### src/rtl/fpu_exu_seq_if.sv
// Handshake and data bundle between the FP execute sequencer and its environment.
// master = environment side (issues instructions, hosts the core), slave = sequencer.
interface fpu_exu_seq_if #(
  parameter int FPLEN = 16,
  parameter int XLEN  = 32,
  parameter int NOPS  = 24,
  parameter int TAG_W = 5
);
  logic              in_valid;
  logic              in_ready;
  logic [NOPS-1:0]   in_op;
  logic [2:0]        in_rnd;
  logic [2:0]        in_ctrl;
  logic [TAG_W-1:0]  in_tag;
  logic [XLEN-1:0]   gpr_rs1;
  logic [FPLEN-1:0]  fs1;
  logic [FPLEN-1:0]  fs2;
  logic [FPLEN-1:0]  fs3;

  logic              core_req;
  logic [NOPS-1:0]   core_op;
  logic [2:0]        core_rnd;
  logic [FPLEN-1:0]  core_a;
  logic [FPLEN-1:0]  core_b;
  logic [FPLEN-1:0]  core_c;
  logic [XLEN-1:0]   core_int;
  logic              core_flush;
  logic              core_done;
  logic [FPLEN-1:0]  core_res;
  logic [XLEN-1:0]   core_res_rd;
  logic [4:0]        core_flags;

  logic              fpr_wb_valid;
  logic              fpr_wb_ready;
  logic              gpr_wb_valid;
  logic              gpr_wb_ready;
  logic [XLEN-1:0]   wb_data;
  logic [TAG_W-1:0]  wb_tag;

  logic [4:0]        sflags_acc;
  logic              sflags_clr;
  logic              illegal_op;
  logic              timeout_err;

  modport master (
    output in_valid, in_op, in_rnd, in_ctrl, in_tag, gpr_rs1, fs1, fs2, fs3,
    output core_done, core_res, core_res_rd, core_flags,
    output fpr_wb_ready, gpr_wb_ready, sflags_clr,
    input  in_ready, core_req, core_op, core_rnd, core_a, core_b, core_c, core_int,
    input  core_flush, fpr_wb_valid, gpr_wb_valid, wb_data, wb_tag,
    input  sflags_acc, illegal_op, timeout_err
  );

  modport slave (
    input  in_valid, in_op, in_rnd, in_ctrl, in_tag, gpr_rs1, fs1, fs2, fs3,
    input  core_done, core_res, core_res_rd, core_flags,
    input  fpr_wb_ready, gpr_wb_ready, sflags_clr,
    output in_ready, core_req, core_op, core_rnd, core_a, core_b, core_c, core_int,
    output core_flush, fpr_wb_valid, gpr_wb_valid, wb_data, wb_tag,
    output sflags_acc, illegal_op, timeout_err
  );
endinterface

### src/rtl/fpu_exu_seq.sv
// FP execute sequencer: accepts one instruction, issues it to a variable-latency
// FPU core, guards it with a watchdog and routes the result to FPR or GPR writeback.
module fpu_exu_seq #(
  parameter int FPLEN   = 16,
  parameter int XLEN    = 32,
  parameter int NOPS    = 24,
  parameter int TAG_W   = 5,
  parameter int TIMEOUT = 64
) (
  input  logic         clk,
  input  logic         rst_l,
  fpu_exu_seq_if.slave bus
);
  localparam int NFUNC = 22;
  localparam int WD_W  = (TIMEOUT > 2) ? $clog2(TIMEOUT) : 1;
  // Ops whose result is integer: bits 8,9,10,11,14,21.
  localparam logic [NFUNC-1:0] GPR_CLASS = 22'h20_4F00;

  typedef enum logic [1:0] {S_IDLE, S_ISSUE, S_BUSY, S_WB} state_t;

  state_t            state_reg;
  logic              in_ready_reg;
  logic              core_req_reg;
  logic              core_flush_reg;
  logic [NOPS-1:0]   core_op_reg;
  logic [2:0]        core_rnd_reg;
  logic [FPLEN-1:0]  core_a_reg;
  logic [FPLEN-1:0]  core_b_reg;
  logic [FPLEN-1:0]  core_c_reg;
  logic [XLEN-1:0]   core_int_reg;
  logic              fpr_wb_valid_reg;
  logic              gpr_wb_valid_reg;
  logic [XLEN-1:0]   wb_data_reg;
  logic [TAG_W-1:0]  wb_tag_reg;
  logic [4:0]        sflags_reg;
  logic [4:0]        sflags_next;
  logic              illegal_reg;
  logic              timeout_reg;
  logic [WD_W-1:0]   wd_reg;

  logic [4:0]        func_cnt;
  logic              op_legal;
  logic [NFUNC-1:0]  gpr_hit;
  logic              gpr_class;
  logic              done_capture;
  logic              wb_handshake;
  logic [FPLEN-1:0]  opa_next;
  logic [FPLEN-1:0]  opb_next;
  logic [FPLEN-1:0]  opc_next;
  logic [XLEN-1:0]   opi_next;

  // Legal means exactly one function bit; modifier bits are not counted.
  always_comb begin
    func_cnt = '0;
    for (int i = 0; i < NFUNC; i++) begin
      func_cnt = func_cnt + 5'(bus.in_op[i]);
    end
  end
  assign op_legal = (func_cnt == 5'd1);

  for (genvar gi = 0; gi < NFUNC; gi++) begin : g_cls
    assign gpr_hit[gi] = core_op_reg[gi] & GPR_CLASS[gi];
  end
  assign gpr_class = |gpr_hit;

  always_comb begin
    opa_next = bus.in_ctrl[0] ? bus.fs1 : bus.gpr_rs1[FPLEN-1:0];
    opi_next = bus.in_ctrl[0] ? '0 : bus.gpr_rs1;
    opb_next = bus.in_ctrl[1] ? bus.fs2 : '0;
    opc_next = bus.in_ctrl[2] ? bus.fs3 : '0;
  end

  // A zero-latency core may answer in the issue cycle itself.
  assign done_capture = bus.core_done && ((state_reg == S_ISSUE) || (state_reg == S_BUSY));
  assign wb_handshake = (fpr_wb_valid_reg && bus.fpr_wb_ready) ||
                        (gpr_wb_valid_reg && bus.gpr_wb_ready);
  // A set arriving with a clear survives the clear.
  assign sflags_next  = (bus.sflags_clr ? 5'd0 : sflags_reg) |
                        (done_capture ? bus.core_flags : 5'd0);

  always_ff @(posedge clk or posedge rst_l) begin
    if (rst_l) begin
      state_reg        <= S_IDLE;
      in_ready_reg     <= 1'b0;
      core_req_reg     <= 1'b0;
      core_flush_reg   <= 1'b0;
      core_op_reg      <= '0;
      core_rnd_reg     <= '0;
      core_a_reg       <= '0;
      core_b_reg       <= '0;
      core_c_reg       <= '0;
      core_int_reg     <= '0;
      fpr_wb_valid_reg <= 1'b0;
      gpr_wb_valid_reg <= 1'b0;
      wb_data_reg      <= '0;
      wb_tag_reg       <= '0;
      sflags_reg       <= '0;
      illegal_reg      <= 1'b0;
      timeout_reg      <= 1'b0;
      wd_reg           <= '0;
    end else begin
      core_req_reg   <= 1'b0;
      core_flush_reg <= 1'b0;
      illegal_reg    <= 1'b0;
      timeout_reg    <= 1'b0;
      sflags_reg     <= sflags_next;
      case (state_reg)
        S_IDLE: begin
          if (bus.in_valid && in_ready_reg) begin
            if (op_legal) begin
              core_op_reg  <= bus.in_op;
              core_rnd_reg <= bus.in_rnd;
              core_a_reg   <= opa_next;
              core_b_reg   <= opb_next;
              core_c_reg   <= opc_next;
              core_int_reg <= opi_next;
              wb_tag_reg   <= bus.in_tag;
              core_req_reg <= 1'b1;
              in_ready_reg <= 1'b0;
              state_reg    <= S_ISSUE;
            end else begin
              illegal_reg  <= 1'b1;
            end
          end else begin
            in_ready_reg <= 1'b1;
          end
        end
        S_ISSUE, S_BUSY: begin
          if (bus.core_done) begin
            wb_data_reg      <= gpr_class ? bus.core_res_rd : XLEN'(bus.core_res);
            gpr_wb_valid_reg <= gpr_class;
            fpr_wb_valid_reg <= ~gpr_class;
            state_reg        <= S_WB;
          end else if (state_reg == S_ISSUE) begin
            wd_reg    <= '0;
            state_reg <= S_BUSY;
          end else if (wd_reg == WD_W'(TIMEOUT - 2)) begin
            // Flush becomes visible exactly TIMEOUT cycles after the issue pulse.
            core_flush_reg <= 1'b1;
            timeout_reg    <= 1'b1;
            in_ready_reg   <= 1'b1;
            state_reg      <= S_IDLE;
          end else begin
            wd_reg <= wd_reg + 1'b1;
          end
        end
        S_WB: begin
          if (wb_handshake) begin
            fpr_wb_valid_reg <= 1'b0;
            gpr_wb_valid_reg <= 1'b0;
            in_ready_reg     <= 1'b1;
            state_reg        <= S_IDLE;
          end
        end
        default: state_reg <= S_IDLE;
      endcase
    end
  end

  assign bus.in_ready     = in_ready_reg;
  assign bus.core_req     = core_req_reg;
  assign bus.core_op      = core_op_reg;
  assign bus.core_rnd     = core_rnd_reg;
  assign bus.core_a       = core_a_reg;
  assign bus.core_b       = core_b_reg;
  assign bus.core_c       = core_c_reg;
  assign bus.core_int     = core_int_reg;
  assign bus.core_flush   = core_flush_reg;
  assign bus.fpr_wb_valid = fpr_wb_valid_reg;
  assign bus.gpr_wb_valid = gpr_wb_valid_reg;
  assign bus.wb_data      = wb_data_reg;
  assign bus.wb_tag       = wb_tag_reg;
  assign bus.sflags_acc   = sflags_reg;
  assign bus.illegal_op   = illegal_reg;
  assign bus.timeout_err  = timeout_reg;
endmodule

### src/flat_wrapper.sv
// flat-port wrapper written by rule: the top's interface ports become plain ports
module fpu_exu_seq_flat 
#(
  parameter int FPLEN   = 16,
  parameter int XLEN    = 32,
  parameter int NOPS    = 24,
  parameter int TAG_W   = 5,
  parameter int TIMEOUT = 64
)
  (clk, rst_l, bus_in_valid, bus_in_op, bus_in_rnd, bus_in_ctrl, bus_in_tag, bus_gpr_rs1, bus_fs1, bus_fs2, bus_fs3, bus_core_done, bus_core_res, bus_core_res_rd, bus_core_flags, bus_fpr_wb_ready, bus_gpr_wb_ready, bus_sflags_clr, bus_in_ready, bus_core_req, bus_core_op, bus_core_rnd, bus_core_a, bus_core_b, bus_core_c, bus_core_int, bus_core_flush, bus_fpr_wb_valid, bus_gpr_wb_valid, bus_wb_data, bus_wb_tag, bus_sflags_acc, bus_illegal_op, bus_timeout_err);
  fpu_exu_seq_if #(.FPLEN(FPLEN), .XLEN(XLEN), .NOPS(NOPS), .TAG_W(TAG_W)) bus_i ();
  input  logic clk;
  input  logic rst_l;
  input wire logic [$bits(bus_i.in_valid)-1:0] bus_in_valid;
  input wire logic [$bits(bus_i.in_op)-1:0] bus_in_op;
  input wire logic [$bits(bus_i.in_rnd)-1:0] bus_in_rnd;
  input wire logic [$bits(bus_i.in_ctrl)-1:0] bus_in_ctrl;
  input wire logic [$bits(bus_i.in_tag)-1:0] bus_in_tag;
  input wire logic [$bits(bus_i.gpr_rs1)-1:0] bus_gpr_rs1;
  input wire logic [$bits(bus_i.fs1)-1:0] bus_fs1;
  input wire logic [$bits(bus_i.fs2)-1:0] bus_fs2;
  input wire logic [$bits(bus_i.fs3)-1:0] bus_fs3;
  input wire logic [$bits(bus_i.core_done)-1:0] bus_core_done;
  input wire logic [$bits(bus_i.core_res)-1:0] bus_core_res;
  input wire logic [$bits(bus_i.core_res_rd)-1:0] bus_core_res_rd;
  input wire logic [$bits(bus_i.core_flags)-1:0] bus_core_flags;
  input wire logic [$bits(bus_i.fpr_wb_ready)-1:0] bus_fpr_wb_ready;
  input wire logic [$bits(bus_i.gpr_wb_ready)-1:0] bus_gpr_wb_ready;
  input wire logic [$bits(bus_i.sflags_clr)-1:0] bus_sflags_clr;
  output wire logic [$bits(bus_i.in_ready)-1:0] bus_in_ready;
  output wire logic [$bits(bus_i.core_req)-1:0] bus_core_req;
  output wire logic [$bits(bus_i.core_op)-1:0] bus_core_op;
  output wire logic [$bits(bus_i.core_rnd)-1:0] bus_core_rnd;
  output wire logic [$bits(bus_i.core_a)-1:0] bus_core_a;
  output wire logic [$bits(bus_i.core_b)-1:0] bus_core_b;
  output wire logic [$bits(bus_i.core_c)-1:0] bus_core_c;
  output wire logic [$bits(bus_i.core_int)-1:0] bus_core_int;
  output wire logic [$bits(bus_i.core_flush)-1:0] bus_core_flush;
  output wire logic [$bits(bus_i.fpr_wb_valid)-1:0] bus_fpr_wb_valid;
  output wire logic [$bits(bus_i.gpr_wb_valid)-1:0] bus_gpr_wb_valid;
  output wire logic [$bits(bus_i.wb_data)-1:0] bus_wb_data;
  output wire logic [$bits(bus_i.wb_tag)-1:0] bus_wb_tag;
  output wire logic [$bits(bus_i.sflags_acc)-1:0] bus_sflags_acc;
  output wire logic [$bits(bus_i.illegal_op)-1:0] bus_illegal_op;
  output wire logic [$bits(bus_i.timeout_err)-1:0] bus_timeout_err;
  assign bus_i.in_valid = bus_in_valid;
  assign bus_i.in_op = bus_in_op;
  assign bus_i.in_rnd = bus_in_rnd;
  assign bus_i.in_ctrl = bus_in_ctrl;
  assign bus_i.in_tag = bus_in_tag;
  assign bus_i.gpr_rs1 = bus_gpr_rs1;
  assign bus_i.fs1 = bus_fs1;
  assign bus_i.fs2 = bus_fs2;
  assign bus_i.fs3 = bus_fs3;
  assign bus_i.core_done = bus_core_done;
  assign bus_i.core_res = bus_core_res;
  assign bus_i.core_res_rd = bus_core_res_rd;
  assign bus_i.core_flags = bus_core_flags;
  assign bus_i.fpr_wb_ready = bus_fpr_wb_ready;
  assign bus_i.gpr_wb_ready = bus_gpr_wb_ready;
  assign bus_i.sflags_clr = bus_sflags_clr;
  assign bus_in_ready = bus_i.in_ready;
  assign bus_core_req = bus_i.core_req;
  assign bus_core_op = bus_i.core_op;
  assign bus_core_rnd = bus_i.core_rnd;
  assign bus_core_a = bus_i.core_a;
  assign bus_core_b = bus_i.core_b;
  assign bus_core_c = bus_i.core_c;
  assign bus_core_int = bus_i.core_int;
  assign bus_core_flush = bus_i.core_flush;
  assign bus_fpr_wb_valid = bus_i.fpr_wb_valid;
  assign bus_gpr_wb_valid = bus_i.gpr_wb_valid;
  assign bus_wb_data = bus_i.wb_data;
  assign bus_wb_tag = bus_i.wb_tag;
  assign bus_sflags_acc = bus_i.sflags_acc;
  assign bus_illegal_op = bus_i.illegal_op;
  assign bus_timeout_err = bus_i.timeout_err;
  fpu_exu_seq #(.FPLEN(FPLEN), .XLEN(XLEN), .NOPS(NOPS), .TAG_W(TAG_W), .TIMEOUT(TIMEOUT)) u_core (.clk(clk), .rst_l(rst_l), .bus(bus_i));
endmodule
### config.mk
export PLATFORM = sky130hd
export DESIGN_NAME = fpu_exu_seq_flat
export DESIGN_NICKNAME = d
export VERILOG_FILES = /design/src/rtl/fpu_exu_seq_if.sv /design/src/rtl/fpu_exu_seq.sv /design/src/flat_wrapper.sv
export SDC_FILE = /design/constraint.sdc
export NUM_CORES = 1
export LEC_CHECK = 0
export ABC_CLOCK_PERIOD_IN_PS = 6120
export BUFFER_PORTS_ARGS = -buffer_cell sky130_fd_sc_hd__buf_2
export CORE_MARGIN = 3
export CORE_UTILIZATION = 30
export DETAILED_ROUTE_END_ITERATION = 7
export GPL_TIMING_DRIVEN = 0
export SLEW_MARGIN = 20
export SYNTH_ARGS = -nofsm -noshare
export SYNTH_HDL_FRONTEND = slang
export SYNTH_SLANG_ARGS = --single-unit
### constraint.sdc
create_clock -name clk -period 6.12 [get_ports clk]
set_input_delay 0.306 -clock clk [delete_from_list [all_inputs] [get_ports clk]]
set_output_delay 0.306 -clock clk [all_outputs]
set_load 0.02 [all_outputs]
==> run_summary.xml, run 1 <==
<?xml version="1.0" encoding="UTF-8"?>
<metrics>
  <group name="status">
    <metric name="run_status" unit="">completed</metric>
  </group>
  <group name="logic_synthesis">
    <metric name="synthCells" unit="">724</metric>
    <metric name="yosys.area.top_type" unit="">dfrtp_1</metric>
    <metric name="mapped_area" unit="um^2">7460</metric>
    <metric name="synth.area.top_cells" unit="">dfrtp_1 (55%), nand2_1 (8.5%), o21ai_0 (6.8%), mux2_4 (5.6%), fa_1 (4.0%)</metric>
    <metric name="syn_area_cell" unit="um^2">10.3</metric>
    <metric name="ys.warnings.count" unit="">0</metric>
    <metric name="synthDistinctLibCells" unit="">36</metric>
    <metric name="netlist.area_leader.share" unit="">0.547</metric>
    <metric name="register_bit_count_reported_by_yosys" unit="">163</metric>
    <metric name="mappedNetlistNets" unit="">927</metric>
    <metric name="sequential_area_share_after_synthesis" unit="">0.547</metric>
  </group>
  <group name="clock_network">
    <metric name="cts_made_buffers" unit="">17</metric>
    <metric name="post_cts_buffers" unit="">0</metric>
    <metric name="postCtsResizedCells" unit="">0</metric>
    <metric name="tritoncts_num_sinks" unit="">163</metric>
    <metric name="clkTransAtPathRegs" unit="ns">0.06</metric>
    <metric name="cts_tree" unit="">done</metric>
    <metric name="clock_tree.buffer_depth" unit="">2</metric>
    <metric name="htree_levels" unit="">4</metric>
    <metric name="later_pin_clock_latency_in_the_skew_report" unit="ns">0.43</metric>
    <metric name="clock_tree.root_cell" unit="">clkbuf_16</metric>
  </group>
  <group name="global_route">
    <metric name="overflow" unit="">0</metric>
    <metric name="grt_pass1_wl" unit="um">34700</metric>
    <metric name="first_global_vias" unit="">6267</metric>
    <metric name="antenna_found_initial" unit="">0</metric>
    <metric name="grt_max_degree" unit="">85</metric>
    <metric name="grt_usage" unit="">0.165</metric>
  </group>
  <group name="final_layout">
    <metric name="final_common_cell" unit="">buf_2</metric>
    <metric name="postLayoutCoreUtil" unit="">0.414</metric>
    <metric name="multi_input_comb_area" unit="um^2">3000</metric>
    <metric name="final_design_area_no_fill" unit="um^2">10100</metric>
    <metric name="n_antenna_cell" unit="">0</metric>
    <metric name="nets_final" unit="">1274</metric>
    <metric name="area_delta_synth_final" unit="%">35.4</metric>
    <metric name="final_layout_fill_cell_count" unit="">2489</metric>
    <metric name="post_route_cells_drive_above_1_share" unit="">0.375</metric>
    <metric name="most_frequent_cells_in_the_layout" unit="">buf_2 (329), nand2_1 (169), dfrtp_1 (163)</metric>
    <metric name="final-seq-area" unit="um^2">4080</metric>
  </group>
  <group name="timing">
    <metric name="min_period" unit="ns">5.52</metric>
    <metric name="timing.fmax" unit="GHz">0.181</metric>
    <metric name="worst_pin_slew" unit="ns">0.658</metric>
    <metric name="finalCritPeriodShare" unit="">0.902</metric>
    <metric name="setup_viol" unit="">0</metric>
    <metric name="whs" unit="ns">0.0957</metric>
    <metric name="maxSlewHeadroom" unit="">0.561</metric>
    <metric name="hold_viol" unit="">0</metric>
    <metric name="timing.clock.skew" unit="ns">0.0173</metric>
    <metric name="grt_setup_unrepaired" unit="">false</metric>
    <metric name="slew_violations" unit="">0</metric>
  </group>
  <group name="routing">
    <metric name="routed-via-count" unit="">6269</metric>
    <metric name="detailedRoute.firstIterationViolations" unit="">354</metric>
    <metric name="first_pass_iters" unit="">4</metric>
    <metric name="antenna_violating_nets_post_route" unit="">0</metric>
    <metric name="avgViaCountPerCell" unit="">4.45</metric>
    <metric name="detail_route.wirelength" unit="um">22700</metric>
    <metric name="route.detailed.wl_per_inst" unit="um">16.1</metric>
    <metric name="remaining_drc_errors" unit="">0</metric>
  </group>
  <group name="worst_setup_path">
    <metric name="critical_path.endpoint_type" unit="">register</metric>
    <metric name="cp-startpoint" unit="">bus_in_op[0]</metric>
    <metric name="worstSetupPathType" unit="">input port to register</metric>
    <metric name="reg2reg_from" unit="">u_core.state_reg[0]$_DFFE_PP0P_</metric>
    <metric name="path_max_fanout" unit="">10</metric>
    <metric name="critical_path.startpoint_type" unit="">input port</metric>
    <metric name="critical_path_required" unit="ns">6.40</metric>
    <metric name="worstPathArrival" unit="ns">5.80</metric>
    <metric name="r2r_cells" unit="">7</metric>
  </group>
  <group name="job">
    <metric name="max_cap_viol_count" unit="">0</metric>
  </group>
  <group name="placement">
    <metric name="placement.cell_area" unit="um^2">9530</metric>
    <metric name="routabilityCongestion" unit="">0.768</metric>
    <metric name="dp_hpwl" unit="um">17200</metric>
    <metric name="port_buffers" unit="">326</metric>
  </group>
  <group name="floorplan">
    <metric name="die_area" unit="um^2">26800</metric>
    <metric name="top_level_ports" unit="">331</metric>
    <metric name="die_w" unit="um">164</metric>
    <metric name="floorplan.core_area" unit="um^2">24400</metric>
    <metric name="initial_standard_cell_utilization_of_the_core" unit="">0.306</metric>
    <metric name="placementRows" unit="">57</metric>
    <metric name="floorplan.die.height" unit="um">164</metric>
  </group>
  <group name="min_path">
    <metric name="min_path_type" unit="">input port to register</metric>
    <metric name="worstHoldPathCells" unit="">3</metric>
    <metric name="holdCritStartpoint" unit="">bus_core_flags[0]</metric>
  </group>
  <group name="pwr">
    <metric name="ir_worst_vdd" unit="mV">0.214</metric>
    <metric name="leakage" unit="nW">5.56</metric>
    <metric name="cellPowerDensity" unit="nW/um^2">456</metric>
  </group>
</metrics>
==> power by group <==
group | internal, mW | switching [mW] | leakage [nW]
Sequential | 1.40 | 0.174 | 2.17
Combinational | 0.750 | 1.23 | 3.14
Clock | 0.568 | 0.473 | 0.256
Total | 2.72 | 1.88 | 5.56
==> what timing repair did <==
| action | 4_1_cts | 5_1_grt |
|---|---|---|
| hold buffers | 1 | 0 |
| endpoints found under the hold margin | 45 | 0 |
| setup endpoints to repair | 0 | 0 |
==> stage by stage <==
stage | power (mW) | worst slack (ns) | instances | TNS [ns]
floorplan | 2.91 | 0.750 | 724 | 0
global placement | 3.57 | -0.741 | 1374 | -119.22
detailed placement | 3.61 | 0.108 | 1375 | 0
CTS | 4.67 | 0.512 | 1408 | 0
global route | 4.93 | 0.296 | 1408 | 0
finish | 4.60 | 0.597 | 1408 | 0
==> cell type report <==
cell class,count,share of cell area
Inverter,48,0.0186
Sequential cell,163,0.404
Buffer,43,0.0197
Timing Repair Buffer,328,0.165
Tap cell,324,0.0401
Multi-Input combinational cell,470,0.297
Clock buffer,20,0.0432
Clock inverter,12,0.0121
==> synth_stat cells <==
master	instances
nor2b_1	19
o21bai_1	1
a31oi_1	1
nor3_4	1
and2_1	2
nor2_1	8
mux2i_1	17
or3_1	2
inv_1	48
fa_1	15
and3_1	1
mux2_4	28
nand2_1	169
nor3_1	5
nand2b_1	20
dfrtp_1	163
or4_4	1
nor4_1	1
a21oi_1	24
o22a_1	1
a22oi_1	1
nand3_4	1
o22ai_1	2
o311ai_0	1
o21ai_0	101
clkbuf_1	35
mux2_2	11
a22o_1	2
o21ai_1	1
buf_2	3
ha_1	13
buf_6	4
nand3_1	19
buf_4	1
a41oi_1	1
nand3b_1	1
==> routing by layer <==
metal	share of wire	vias up	GRT usage	wire (um)
met1	0.43	2993	0.218	9840
met4	0.016	0	0.0473	356
met2	0.50	187	0.278	11400
met3	0.049	24	0.0313	1120
met5	0	-	0	0
li1	-	3065	-	-
==> path summary, 6_finish.rpt <==
check | end | slack, ns
setup reg to reg | u_core.state_reg[0]$_DFFE_PP0P_ | 3.82
max in group asynchronous | u_core.bus.core_c[7]$_DFFE_PP0P_ | 4.78
hold reg to reg | u_core.bus.wb_data[30]$_DFFE_PP0P_ | 0.46
setup / recovery | u_core.bus.core_a[3]$_DFFE_PP0P_ | 0.60
hold / removal | u_core.bus.sflags_acc[0]$_DFF_PP0_ | 0.1
min in group asynchronous | u_core.bus.wb_data[20]$_DFFE_PP0P_ | 0.52
==> kinds of logic after synthesis <==
kind of cell	after synthesis	synth area share
AO/OA/AOI/OAI	136	0.0949
adder cells (fa/ha/maj)	28	0.0620
buffers and inverters	91	0.0508
flip-flops	163	0.547
multiplexers	56	0.0957
AND/OR/NAND/NOR	250	0.150
==> worst max-delay path, cell delays in order <==
cell	delay [ns]
buf_2	0.11
ha_1	0.28
inv_1	0.05
fa_1	0.47
inv_1	0.05
fa_1	0.53
fa_1	0.45
fa_1	0.54
inv_1	0.06
fa_1	0.45
fa_1	0.39
inv_1	0.08
fa_1	0.40
or4_4	0.43
nor3_4	0.20
nand3_4	0.21
buf_6	0.23
clkbuf_1	0.32
nand2_1	0.14
o21ai_0	0.08
No activity file was read; power rests on OpenSTA's default activity.
==> inputs of run 2 (changes only) <==
--- a/config.mk
+++ b/config.mk
@@ -7,11 +7,11 @@
 export LEC_CHECK = 0
 export ABC_CLOCK_PERIOD_IN_PS = 6120
 export BUFFER_PORTS_ARGS = -buffer_cell sky130_fd_sc_hd__buf_2
+export CORE_ASPECT_RATIO = 1.75
 export CORE_MARGIN = 3
 export CORE_UTILIZATION = 30
 export DETAILED_ROUTE_END_ITERATION = 7
 export GPL_TIMING_DRIVEN = 0
-export SLEW_MARGIN = 20
 export SYNTH_ARGS = -nofsm -noshare
 export SYNTH_HDL_FRONTEND = slang
 export SYNTH_SLANG_ARGS = --single-unit
==> run_summary.xml, run 2 (synthesis results as in run 1) <==
<?xml version="1.0" encoding="UTF-8"?>
<metrics>
  <group name="status">
    <metric name="run_status" unit="">completed</metric>
  </group>
  <group name="global_route">
    <metric name="grt_usage" unit="">0.174</metric>
    <metric name="overflow" unit="">0</metric>
    <metric name="first_global_vias" unit="">6687</metric>
    <metric name="grt_pass1_wl" unit="um">36500</metric>
    <metric name="grt_max_degree" unit="">93</metric>
    <metric name="antenna_found_initial" unit="">3</metric>
  </group>
  <group name="placement">
    <metric name="dp_hpwl" unit="um">18000</metric>
    <metric name="port_buffers" unit="">326</metric>
    <metric name="routabilityCongestion" unit="">0.864</metric>
    <metric name="placement.cell_area" unit="um^2">9510</metric>
  </group>
  <group name="floorplan">
    <metric name="initial_standard_cell_utilization_of_the_core" unit="">0.308</metric>
    <metric name="die_w" unit="um">125</metric>
    <metric name="die_area" unit="um^2">26900</metric>
    <metric name="top_level_ports" unit="">331</metric>
    <metric name="floorplan.core_area" unit="um^2">24200</metric>
    <metric name="floorplan.die.height" unit="um">215</metric>
    <metric name="placementRows" unit="">75</metric>
  </group>
  <group name="timing">
    <metric name="finalCritPeriodShare" unit="">0.889</metric>
    <metric name="worst_pin_slew" unit="ns">0.666</metric>
    <metric name="min_period" unit="ns">5.44</metric>
    <metric name="timing.setup.tns" unit="ns">0</metric>
    <metric name="setup_viol" unit="">0</metric>
    <metric name="slew_violations" unit="">0</metric>
    <metric name="maxSlewHeadroom" unit="">0.556</metric>
    <metric name="timing.fmax" unit="GHz">0.184</metric>
    <metric name="hold_viol" unit="">0</metric>
    <metric name="grt_setup_unrepaired" unit="">false</metric>
    <metric name="timing.clock.skew" unit="ns">0.0119</metric>
  </group>
  <group name="pwr">
    <metric name="leakage" unit="nW">5.57</metric>
    <metric name="ir_worst_vdd" unit="mV">0.193</metric>
    <metric name="totalPowerFinal" unit="mW">4.60</metric>
    <metric name="cellPowerDensity" unit="nW/um^2">456</metric>
  </group>
  <group name="clock_network">
    <metric name="post_cts_buffers" unit="">0</metric>
    <metric name="clock_tree.buffer_depth" unit="">2</metric>
    <metric name="postCtsResizedCells" unit="">0</metric>
    <metric name="clock_tree.root_cell" unit="">clkbuf_16</metric>
    <metric name="clkTransAtPathRegs" unit="ns">0.06</metric>
    <metric name="tritoncts_num_sinks" unit="">163</metric>
    <metric name="later_pin_clock_latency_in_the_skew_report" unit="ns">0.44</metric>
    <metric name="cts_tree" unit="">done</metric>
    <metric name="htree_levels" unit="">4</metric>
    <metric name="cts_made_buffers" unit="">17</metric>
  </group>
  <group name="worst_setup_path">
    <metric name="worstPathArrival" unit="ns">5.74</metric>
    <metric name="worst-r2r-setup-slack" unit="ns">3.90</metric>
    <metric name="cp-startpoint" unit="">bus_in_op[0]</metric>
    <metric name="path_max_fanout" unit="">10</metric>
    <metric name="critical_path.startpoint_type" unit="">input port</metric>
    <metric name="critical_path_required" unit="ns">6.42</metric>
    <metric name="critical_path.endpoint_type" unit="">register</metric>
    <metric name="worstSetupPathType" unit="">input port to register</metric>
    <metric name="reg2reg_from" unit="">u_core.state_reg[0]$_DFFE_PP0P_</metric>
  </group>
  <group name="routing">
    <metric name="detail_route.wirelength" unit="um">23100</metric>
    <metric name="remaining_drc_errors" unit="">0</metric>
    <metric name="avgViaCountPerCell" unit="">4.54</metric>
    <metric name="detailedRoute.firstIterationViolations" unit="">287</metric>
    <metric name="antenna_violating_nets_post_route" unit="">0</metric>
    <metric name="routed-via-count" unit="">6340</metric>
    <metric name="route.detailed.wl_per_inst" unit="um">16.6</metric>
    <metric name="first_pass_iters" unit="">4</metric>
  </group>
  <group name="final_layout">
    <metric name="final_design_area_no_fill" unit="um^2">10100</metric>
    <metric name="nets_final" unit="">1274</metric>
    <metric name="most_frequent_cells_in_the_layout" unit="">buf_2 (329), nand2_1 (169), dfrtp_1 (163)</metric>
    <metric name="area_delta_synth_final" unit="%">35.2</metric>
    <metric name="final_common_cell" unit="">buf_2</metric>
    <metric name="postLayoutCoreUtil" unit="">0.417</metric>
    <metric name="post_route_cells_drive_above_1_share" unit="">0.375</metric>
  </group>
  <group name="job">
    <metric name="max_cap_viol_count" unit="">0</metric>
  </group>
  <group name="min_path">
    <metric name="min_path_type" unit="">input port to register</metric>
    <metric name="holdCritStartpoint" unit="">bus_core_flags[3]</metric>
  </group>
</metrics>
[run 2: cell count changes in the layout (fill, tap and decap cells not counted)]
cell,change
inv_8,-1
clkinv_4,-2
diode_2,+3
clkinv_2,+4
clkinvlp_4,-1
clkbuf_8,+3
inv_6,-3
[run 2: layer usage]
metal / track usage / wire length [um] / vias up
li1: - / - / 3064
met4: 0.0854 / 709 / 0
met5: 0 / 0 / -
met2: 0.308 / 12300 / 235
met3: 0.0386 / 1210 / 40
met1: 0.197 / 8820 / 3001
[run 2: cell type report]
type                    instances  area, um^2
clock buffers                  23         478
plain buffers                  43         199
repair buffers                328        1670
clock inverters                 9        80.1
fillers                      2448       14100
flip-flops and latches        163        4080
multi-input cells             470        3000
diodes                          3        7.51
well taps                     308         385
inverters                      48         188
[run 2: worst max-delay path, cell delays in order]
cell,delay (ns)
buf_2,0.11
ha_1,0.27
inv_1,0.05
fa_1,0.48
inv_1,0.07
fa_1,0.53
fa_1,0.45
fa_1,0.52
inv_1,0.05
fa_1,0.45
fa_1,0.40
inv_1,0.08
fa_1,0.42
or4_4,0.44
nor3_4,0.19
nand3_4,0.19
buf_6,0.22
clkbuf_1,0.28
nand2_1,0.14
o21ai_0,0.09
[run 2: through the flow]
stage / hold slack [ns] / setup slack (ns) / cells
after floorplan: 0.402 / 0.750 / 724
after global placement: 0.446 / -0.759 / 1358
after detailed placement: 0.406 / 0.0925 / 1359
after CTS: 0.0531 / 0.584 / 1392
after global routing: 0.0674 / 0.383 / 1395
final: 0.0824 / 0.679 / 1395
[run 2: power by group]
part           internal (mW)  switching, mW  total [mW]  leakage [nW]
logic                  0.753           1.23        1.99          3.14
clock network          0.588          0.441        1.03         0.265
registers               1.40          0.179        1.58          2.17
total                   2.75           1.85        4.60          5.57
[run 2: repair_timing]
item                                    in CTS  in global routing
hold endpoints to repair                    71                  0
endpoints found under the setup margin       0                  0
hold buffers                                 1                  0
[run 2: path summary, 6_finish.rpt]
check / to / cells after the start
max in group asynchronous: u_core.bus.fpr_wb_valid$_DFFE_PP0P_ / 4
min in group asynchronous: u_core.bus.core_c[12]$_DFFE_PP0P_ / 3
setup / recovery: u_core.bus.core_b[1]$_DFFE_PP0P_ / 20
hold reg to reg: u_core.bus.wb_data[18]$_DFFE_PP0P_ / 2
hold / removal: u_core.bus.sflags_acc[3]$_DFF_PP0_ / 3
setup reg to reg: u_core.state_reg[0]$_DFFE_PP0P_ / 7
==> inputs of run 3 (changes only) <==
--- a/config.mk
+++ b/config.mk
@@ -6,11 +6,11 @@
 export NUM_CORES = 1
 export LEC_CHECK = 0
 export ABC_CLOCK_PERIOD_IN_PS = 6120
-export BUFFER_PORTS_ARGS = -buffer_cell sky130_fd_sc_hd__buf_2
 export CORE_ASPECT_RATIO = 1.75
 export CORE_MARGIN = 3
 export CORE_UTILIZATION = 30
 export DETAILED_ROUTE_END_ITERATION = 7
+export DONT_BUFFER_PORTS = 1
 export GPL_TIMING_DRIVEN = 0
 export SYNTH_ARGS = -nofsm -noshare
 export SYNTH_HDL_FRONTEND = slang
==> run_summary.xml, run 3 (synthesis results as in run 1) <==
<?xml version="1.0" encoding="UTF-8"?>
<metrics>
  <group name="status">
    <metric name="run_status" unit="">completed</metric>
  </group>
  <group name="worst_setup_path">
    <metric name="critical_path.startpoint_type" unit="">input port</metric>
    <metric name="worstPathArrival" unit="ns">5.68</metric>
    <metric name="reg2reg_from" unit="">u_core.state_reg[0]$_DFFE_PP0P_</metric>
    <metric name="cp_slowest_stage_delay" unit="ns">0.54</metric>
    <metric name="r2r_cells" unit="">7</metric>
    <metric name="worst-r2r-setup-slack" unit="ns">3.76</metric>
    <metric name="cp-startpoint" unit="">bus_in_op[0]</metric>
    <metric name="critical_path.endpoint_type" unit="">register</metric>
    <metric name="worstSetupPathType" unit="">input port to register</metric>
    <metric name="worst_setup_path_endpoint" unit="">u_core.bus.core_b[1]$_DFFE_PP0P_</metric>
    <metric name="critical-path-top-cell-by-count" unit="">fa_1</metric>
    <metric name="reg2reg_to" unit="">u_core.bus.sflags_acc[3]$_DFF_PP0_</metric>
    <metric name="worstPathCellList" unit="">ha_1, inv_1, fa_1, inv_1, fa_1, fa_1, fa_1, inv_1, fa_1, fa_1, inv_1, fa_1, or4_4, nor3_4, nand3_4, buf_6, clkbuf_1, nand2_1, o21ai_0</metric>
    <metric name="critical_path_required" unit="ns">6.42</metric>
    <metric name="path_max_fanout" unit="">10</metric>
    <metric name="timing.critical_path.slowest_stage_cell" unit="">fa_1</metric>
  </group>
  <group name="pwr">
    <metric name="netSwitchingPower" unit="mW">1.78</metric>
    <metric name="power_frac_clock" unit="">0.243</metric>
    <metric name="seq_power_share" unit="">0.474</metric>
    <metric name="leakage" unit="nW">4.44</metric>
    <metric name="ir_worst_vdd" unit="mV">0.177</metric>
    <metric name="share_comb_of_total_power" unit="">0.283</metric>
    <metric name="cellPowerDensity" unit="nW/um^2">470</metric>
    <metric name="power_report.internal_total" unit="mW">2.57</metric>
    <metric name="switching_share" unit="">0.410</metric>
  </group>
  <group name="placement">
    <metric name="dpl_worst_slack" unit="ns">0.184</metric>
    <metric name="routabilityCongestion" unit="">0.870</metric>
    <metric name="port_buffers" unit="">0</metric>
    <metric name="placement.cell_area" unit="um^2">7880</metric>
    <metric name="placed_cells_incl_taps" unit="">1033</metric>
    <metric name="dp_hpwl" unit="um">16400</metric>
  </group>
  <group name="clock_network">
    <metric name="cts_made_buffers" unit="">17</metric>
    <metric name="postCtsResizedCells" unit="">0</metric>
    <metric name="clock_tree.buffer_depth" unit="">2</metric>
    <metric name="clock_tree.root_cell" unit="">clkbuf_16</metric>
    <metric name="cts_tree" unit="">done</metric>
    <metric name="tritoncts_num_sinks" unit="">163</metric>
    <metric name="clkTransAtPathRegs" unit="ns">0.06</metric>
    <metric name="later_pin_clock_latency_in_the_skew_report" unit="ns">0.44</metric>
    <metric name="htree_levels" unit="">4</metric>
    <metric name="post_cts_buffers" unit="">0</metric>
  </group>
  <group name="final_layout">
    <metric name="final_common_cell" unit="">nand2_1</metric>
    <metric name="multi_input_comb_area" unit="um^2">3000</metric>
    <metric name="most_frequent_cells_in_the_layout" unit="">nand2_1 (169), dfrtp_1 (163), o21ai_0 (101)</metric>
    <metric name="n_antenna_cell" unit="">0</metric>
    <metric name="nets_final" unit="">1027</metric>
    <metric name="final_design_area_no_fill" unit="um^2">9260</metric>
    <metric name="post_route_cells_drive_above_1_share" unit="">0.0945</metric>
    <metric name="fin_cells" unit="">1144</metric>
    <metric name="postLayoutCoreUtil" unit="">0.382</metric>
    <metric name="final_layout_fill_cell_count" unit="">2355</metric>
    <metric name="area_delta_synth_final" unit="%">24.0</metric>
    <metric name="final-seq-area" unit="um^2">4080</metric>
  </group>
  <group name="timing">
    <metric name="min_period" unit="ns">5.39</metric>
    <metric name="worst_pin_slew" unit="ns">0.710</metric>
    <metric name="grt_setup_unrepaired" unit="">false</metric>
    <metric name="timing.clock.skew" unit="ns">0.00713</metric>
    <metric name="postLayoutSetupSlackWorst" unit="ns">0.733</metric>
    <metric name="timing.fmax" unit="GHz">0.186</metric>
    <metric name="hold_viol" unit="">0</metric>
    <metric name="setup_viol" unit="">0</metric>
    <metric name="whs" unit="ns">0.0241</metric>
    <metric name="slew_violations" unit="">0</metric>
    <metric name="maxSlewHeadroom" unit="">0.526</metric>
    <metric name="finalCritPeriodShare" unit="">0.880</metric>
  </group>
  <group name="floorplan">
    <metric name="floorplan.core_area" unit="um^2">24200</metric>
    <metric name="die_area" unit="um^2">26900</metric>
    <metric name="floorplan.die.height" unit="um">215</metric>
    <metric name="top_level_ports" unit="">331</metric>
    <metric name="initial_standard_cell_utilization_of_the_core" unit="">0.308</metric>
    <metric name="placementRows" unit="">75</metric>
    <metric name="die_w" unit="um">125</metric>
  </group>
  <group name="global_route">
    <metric name="grt_pass1_wl" unit="um">34000</metric>
    <metric name="grt_usage" unit="">0.164</metric>
    <metric name="antenna_found_initial" unit="">1</metric>
    <metric name="overflow" unit="">0</metric>
    <metric name="first_global_vias" unit="">5895</metric>
    <metric name="grt_max_degree" unit="">83</metric>
  </group>
  <group name="routing">
    <metric name="remaining_drc_errors" unit="">0</metric>
    <metric name="routed-via-count" unit="">5520</metric>
    <metric name="detail_route.wirelength" unit="um">21900</metric>
    <metric name="route.detailed.wl_per_inst" unit="um">19.2</metric>
    <metric name="antenna_violating_nets_post_route" unit="">0</metric>
    <metric name="avgViaCountPerCell" unit="">4.83</metric>
    <metric name="first_pass_iters" unit="">6</metric>
    <metric name="detailedRoute.firstIterationViolations" unit="">224</metric>
  </group>
  <group name="job">
    <metric name="max_cap_viol_count" unit="">0</metric>
  </group>
  <group name="min_path">
    <metric name="min_path_type" unit="">input port to register</metric>
  </group>
</metrics>
## run 3: changes by cell type in the layout (fill, tap and decap cells not counted)
| cell | before | now |
|---|---|---|
| bufinv_16 | 1 | 2 |
| buf_2 | 329 | 3 |
| clkinv_4 | 0 | 1 |
| clkinv_2 | 4 | 1 |
| dlygate4sd3_1 | 1 | 80 |
| diode_2 | 3 | 0 |
| clkbuf_1 | 38 | 39 |
| clkbuf_8 | 3 | 2 |
## run 3: how the worst min path moves through the flow
stage,startpoint,end,cells after the start,slack (ns)
6_report,bus_fs3[7],u_core.bus.core_c[7]$_DFFE_PP0P_,2,0.02
5_1_grt,bus_fs2[13],u_core.bus.core_b[13]$_DFFE_PP0P_,2,0.02
4_1_cts,bus_fs2[13],u_core.bus.core_b[13]$_DFFE_PP0P_,2,0.0003
3_5_place_dp,rst_l,u_core.bus.core_int[16]$_DFFE_PP0P_,1,0.26
3_3_place_gp,bus_sflags_clr,u_core.bus.sflags_acc[3]$_DFF_PP0_,1,0.42
2_1_floorplan,bus_sflags_clr,u_core.bus.sflags_acc[3]$_DFF_PP0_,1,0.40
## run 3: worst max-delay path: cells and delay by family
family	cells	cell delay, ns
AND/OR/NAND/NOR	4	0.99
adder cells (fa/ha/maj)	8	3.48
buffers and inverters	6	0.79
AO/OA/AOI/OAI	1	0.09
## run 3: power groups by stage
| stage | clock (mW) | sequential (mW) | combinational [mW] |
|---|---|---|---|
| 2_1_floorplan | 0 | 1.97 | 0.945 |
| 3_3_place_gp | 0 | 2.08 | 1.16 |
| 3_5_place_dp | 0 | 2.09 | 1.21 |
| 4_1_cts | 1.09 | 2.07 | 1.26 |
| 5_1_grt | 1.13 | 2.10 | 1.42 |
| 6_report | 1.06 | 2.06 | 1.23 |
## run 3: timing repair
| item | 4_1_cts | 5_1_grt |
|---|---|---|
| endpoints found under the setup margin | 0 | 0 |
| hold buffers | 80 | 0 |
| endpoints found under the hold margin | 160 | 0 |
## run 3: through the flow
step	total power, mW	TNS (ns)
after floorplan	2.91	0
after global placement	3.25	-73.05
after detailed placement	3.30	0
after CTS	4.42	0
after global routing	4.65	0
final	4.35	0
## run 3: layer usage
| layer | global-route usage | wire length (um) |
|---|---|---|
| met2 | 0.289 | 11700 |
| met3 | 0.0411 | 1370 |
| met4 | 0.0876 | 810 |
| met5 | 0 | 0 |
| met1 | 0.179 | 7990 |
## run 3: final cells by class
| cell class | count | area share |
|---|---|---|
| clock buffers | 23 | 0.0506 |
| inverters | 48 | 0.0203 |
| flip-flops and latches | 163 | 0.441 |
| well taps | 308 | 0.0416 |
| clock inverters | 8 | 0.0112 |
| repair buffers | 81 | 0.0895 |
| plain buffers | 43 | 0.0215 |
| multi-input cells | 470 | 0.325 |
